File: src/rtl/rc_int_fifo_arb.sv
// Round-robin arbiter that grants bounded pop bursts to RC interrupt FIFO channels.
// Optional RC_INT_ARB_WATERMARK_EN: channels at/above Watermark win over other eligible channels.
module rc_int_fifo_arb #(
    parameter int NumRcInt  = 8,
    parameter int MaxBurst  = 4,
    parameter int Watermark = 6,
    localparam int SelW     = $clog2(NumRcInt)
) (
    input  logic                     clk,
    input  logic                     rst_n,
    input  logic [NumRcInt-1:0][2:0] amf_rc_int_fifo_level,
    input  logic                     pop_ready,
    output logic                     pop_valid,
    output logic [SelW-1:0]          pop_sel,
    output logic [NumRcInt-1:0]      grant,
    output logic                     busy,
    output logic [1:0]               dbg_state
);

    typedef enum logic [1:0] {
        IDLE  = 2'd0,
        BURST = 2'd1,
        GAP   = 2'd2
    } state_e;

    localparam logic [2:0] BurstLvl = 3'(MaxBurst);
    localparam logic [2:0] WmLvl    = 3'(Watermark);

    state_e          state_q, state_d;
    logic [SelW-1:0] rr_ptr_q, rr_ptr_d;
    logic [SelW-1:0] sel_q, sel_d;
    logic [2:0]      rem_q, rem_d;

    logic            any_found;
    logic [SelW-1:0] any_idx;
    logic            hi_found;
    logic [SelW-1:0] hi_idx;
    logic [SelW-1:0] win_idx;
    logic [2:0]      win_lvl;
    logic [2:0]      rem_load;

    function automatic logic [SelW-1:0] wrap_idx(input logic [SelW-1:0] base, input int k);
        int s;
        s = int'(base) + k;
        if (s >= NumRcInt) s = s - NumRcInt;
        return SelW'(s);
    endfunction

    // Two parallel searches from rr_ptr: any eligible channel, and high-water channels only.
    always_comb begin
        any_found = 1'b0;
        any_idx   = '0;
        hi_found  = 1'b0;
        hi_idx    = '0;
        for (int k = 0; k < NumRcInt; k++) begin
            if (!any_found && amf_rc_int_fifo_level[wrap_idx(rr_ptr_q, k)] != 3'd0) begin
                any_found = 1'b1;
                any_idx   = wrap_idx(rr_ptr_q, k);
            end
            if (!hi_found && amf_rc_int_fifo_level[wrap_idx(rr_ptr_q, k)] >= WmLvl) begin
                hi_found = 1'b1;
                hi_idx   = wrap_idx(rr_ptr_q, k);
            end
        end
    end

`ifdef RC_INT_ARB_WATERMARK_EN
    assign win_idx = (hi_found && WmLvl != 3'd0) ? hi_idx : any_idx;
`else
    logic unused_hi;
    assign unused_hi = hi_found ^ (^hi_idx);
    assign win_idx   = any_idx;
`endif

    assign win_lvl  = amf_rc_int_fifo_level[win_idx];
    assign rem_load = (win_lvl > BurstLvl) ? BurstLvl : win_lvl;

    always_comb begin
        state_d  = state_q;
        rr_ptr_d = rr_ptr_q;
        sel_d    = sel_q;
        rem_d    = rem_q;
        unique case (state_q)
            IDLE: begin
                if (any_found) begin
                    state_d = BURST;
                    sel_d   = win_idx;
                    rem_d   = rem_load;
                end
            end
            BURST: begin
                // Burst length is fixed at grant time; later level changes are ignored.
                if (pop_ready) begin
                    if (rem_q <= 3'd1) begin
                        state_d  = GAP;
                        rem_d    = 3'd0;
                        rr_ptr_d = wrap_idx(sel_q, 1);
                    end else begin
                        rem_d = rem_q - 3'd1;
                    end
                end
            end
            GAP:     state_d = IDLE;
            default: state_d = IDLE;
        endcase
    end

    always_ff @(posedge clk or negedge rst_n) begin
        if (!rst_n) begin
            state_q  <= IDLE;
            rr_ptr_q <= '0;
            sel_q    <= '0;
            rem_q    <= 3'd0;
        end else begin
            state_q  <= state_d;
            rr_ptr_q <= rr_ptr_d;
            sel_q    <= sel_d;
            rem_q    <= rem_d;
        end
    end

    assign pop_valid = (state_q == BURST);
    assign pop_sel   = sel_q;
    assign grant     = pop_valid ? (NumRcInt'(1) << sel_q) : '0;
    assign busy      = (state_q != IDLE);
    assign dbg_state = state_q;

endmodule

File: config.mk
export PLATFORM = sky130hd
export DESIGN_NAME = rc_int_fifo_arb
export DESIGN_NICKNAME = d
export VERILOG_FILES = /design/src/rtl/rc_int_fifo_arb.sv
export SDC_FILE = /design/constraint.sdc
export NUM_CORES = 1
export LEC_CHECK = 0
export ABC_AREA = 1
export BUFFER_PORTS_ARGS = -buffer_cell sky130_fd_sc_hd__buf_4
export CORE_MARGIN = 5
export CORE_UTILIZATION = 45
export DETAILED_ROUTE_END_ITERATION = 7
export PLACE_DENSITY = 0.74
export SYNTH_ARGS = -nofsm -noshare
export SYNTH_HDL_FRONTEND = slang
export SYNTH_SLANG_ARGS = --single-unit
File: constraint.sdc
create_clock -name clk -period 8.01 [get_ports clk]
set_input_delay 1.602 -clock clk [delete_from_list [all_inputs] [get_ports clk]]
set_output_delay 1.602 -clock clk [all_outputs]
set_load 0.1 [all_outputs]
==> summary.txt <==
Clocking
  • TritonCTS clock tree: done
  • Setup Fix Bufs, Post-CTS: 0
  • Total CTS buffers: 3
  • Hold Buf Count CTS: 0
  • CTS Sinks: 11
  • Clock insertion delay at the later pin of the skew report: 0.23 ns
  • Clk buf depth: 2
  • Clk slew on worst S/H paths: 0.05 ns
  • Htree depth: 1
  • PostCTS Resize Cnt: 0
  • CTS Root Cell: clkbuf_8

Logic synthesis
  • Mapped Avg Cell Area: 5.23 um^2
  • Register area share after synthesis: 12.0%
  • Mapped cell area: 0.00230 mm^2
  • Synth Register Bits: 11
  • Netlist cell types: 36
  • Synthesized instance count: 440
  • Predominant post-synthesis flop cell: dfrtp_1
  • Ys async rst share: 100%
  • EDFF count, synth: 0
  • Ys Warns: 0
  • Synthesized Nets: 477

Placed design
  • Placed cell area: 0.00258 mm^2
  • Input/output buffers: 41
  • Final GP Congestion: 0.953
  • Cell count after placement: 535
  • Post-DP HPWL: 5.42 mm

Drt
  • Vias per cell: 5.07
  • Starting DRT DRC Count: 130
  • Via count: 2731
  • Mean routed wirelength per cell: 12.3 um
  • Drt drc: 0
  • DRT Pass-1 Iters: 4
  • Routed WL: 6.62 mm
  • Final antenna-violating net count: 0

Worst setup path
  • R2R setup slack: 3.52 ns
  • CP Launch Type: flip-flop
  • Crit Path Max Fanout: 20
  • Critical Path RT: 8.13 ns
  • R2r endpoint: rem_q[0]
  • Cells on worst reg2reg path: 21
  • Max stage delay on crit path: 0.70 ns
  • Worst path bufs/invs: 2
  • Top delay family on crit path: simple AND/OR/NAND/NOR gates
  • Worst R2R Start: rr_ptr_q[1]
  • Kind of critical path: flip-flop to flip-flop
  • CP arrival: 4.61 ns
  • Worst setup EP type: flip-flop
  • CP max stage cell: dfrtp_1
  • Critical path, cell by cell: inv_1 > ha_1 > inv_1 > nand3_1 > nand2_1 > nor2_1 > nand2_1 > nand2_2 > nand2_4 > nor2_8 > nand4_2 > nor2_1 > nand3_1 > nand3_1 > nand2_1 > nand3_1 > nand2_1 > nor2_1 > nor2_2 > nand2_1 > a21oi_1
  • Crit-path most repeated cell: nand2_1

Worst hold path
  • WHS Endpoint: rem_q[1]
  • HP Class: flip-flop to flip-flop
  • Critical hold path startpoint: rem_q[1]
  • WHS Path Cells: 2

Layout
  • Register area: 275 um^2
  • Cell area after layout: 0.00263 mm^2
  • Fillers: 563
  • Share of cells above drive strength 1: 14.1%
  • Ant. Diodes: 0
  • Commonest non-fill, non-tap cell in the layout: nand2_1
  • Area of the multi-input gates: 0.00169 mm^2
  • Area grow syn2layout: 14.4%
  • Post-layout util: 52.2%
  • Most frequent cells in the layout: nand2_1 (147), nor2_1 (77), inv_1 (54), nand3_1 (53), buf_4 (42)
  • Final Instance Count excl. Fillers: 539
  • # nets final: 507

Global routing
  • Largest net degree at the start of global routing: 42
  • Via count of the first global-routing pass: 2526
  • Antenna violations before repair: 0
  • GRT overflow: 0
  • First-pass GRT wire length: 11.2 mm
  • GR Util All Layers: 21.0%

Floorplan
  • Row count: 26
  • Core region area: 0.00504 mm^2
  • Die X: 81.5 um
  • IO Pins: 42
  • Die Y: 81.5 um
  • Die area: 0.00664 mm^2
  • Initial core utilization: 45.6%

STA
  • Min Tclk post-route: 4.49 ns
  • RSZ-0062 raised after global routing: false
  • Slew @ Worst Pin: 0.651 ns
  • Max_slew headroom: 56.5%
  • Final Cycle Share: 56.1%
  • Final Max Tran Viols: 0
  • Final hold violations: 0
  • Setup TNS: 0 ns
  • Peak Freq: 223 MHz
  • Clk_skew: 0.000555 ns
  • Setup violations, final: 0

Flow run
  • Total of max-cap violations: 0

Status
  • Outcome: complete, no violations
==> cells in the mapped netlist (all sizes together), types with 2 or more instances <==
| cell | count | area [um^2] |
|---|---|---|
| clkbuf | 3 | 11.3 |
| nor2 | 82 | 334 |
| inv | 56 | 210 |
| nor3 | 7 | 35.0 |
| ha | 10 | 125 |
| o22ai | 2 | 12.5 |
| nand3 | 53 | 265 |
| buf | 14 | 106 |
| o21ai | 15 | 78.8 |
| nand4 | 6 | 56.3 |
| xnor2 | 2 | 25.0 |
| dfrtp | 11 | 275 |
| or2 | 2 | 12.5 |
| nand2 | 153 | 594 |
| o211ai | 6 | 45.0 |
| a31oi | 2 | 18.8 |
| a21oi | 9 | 45.0 |
==> sequential cells by signal, summed over array words and instances (netlist names) <==
signal	flops
rr_ptr_q	3
pop_sel	3
dbg_state	2
rem_q	3
==> layer usage <==
layer | vias up | wire length, um | global-route usage [%]
met2 | 89 | 3100 | 37.4
met1 | 1188 | 2830 | 25.7
li1 | 1443 | - | -
met4 | 0 | 102 | 5.57
met3 | 11 | 589 | 3.95
met5 | - | 0 | 0
==> worst max-delay path by stage <==
stage          endpoint    startpoint  cells past startpoint  slack, ns
2_1_floorplan  grant[0]  dbg_state[0]                      5       1.52
3_3_place_gp   rem_q[1]   rr_ptr_q[0]                     22       3.71
3_5_place_dp   rem_q[0]   rr_ptr_q[0]                     22       3.62
4_1_cts        rem_q[0]   rr_ptr_q[0]                     22       3.61
5_1_grt        rem_q[0]   rr_ptr_q[0]                     22       3.05
6_report       rem_q[0]   rr_ptr_q[1]                     21       3.52
==> stage by stage <==
| step | hold WS, ns | worst slack (ns) |
|---|---|---|
| 2_1_floorplan | 0.495 | 1.52 |
| 3_3_place_gp | 0.514 | 3.71 |
| 3_5_place_dp | 0.543 | 3.62 |
| 4_1_cts | 0.553 | 3.61 |
| 5_1_grt | 0.605 | 3.05 |
| 6_report | 0.543 | 3.52 |
==> kinds of logic (layout without fill, tap and decap cells) <==
| group | count (synthesis) | in the layout | share of synthesized area (%) |
|---|---|---|---|
| flops | 11 | 11 | 12.0 |
| fa+ha+maj | 10 | 10 | 5.44 |
| xor+xnor | 3 | 3 | 1.47 |
| compound gates | 37 | 37 | 9.68 |
| simple gates | 305 | 305 | 57.0 |
| buf+inv | 74 | 103 | 14.4 |
==> area by class of cell <==
type | instances | area share (%)
repair buffers | 42 | 12.0
flip-flops and latches | 11 | 10.5
multi-input cells | 355 | 64.4
clock buffers | 4 | 1.71
well taps | 70 | 3.33
inverters | 57 | 8.14
==> tightest hold or removal path: stages (launching register included) <==
cell     delay, ns
dfrtp_1       0.34
nor2_1        0.05
a21oi_1       0.11
Power is not shown: default switching activity piles up to over one toggle a cycle in this logic, so the estimate is an artifact.
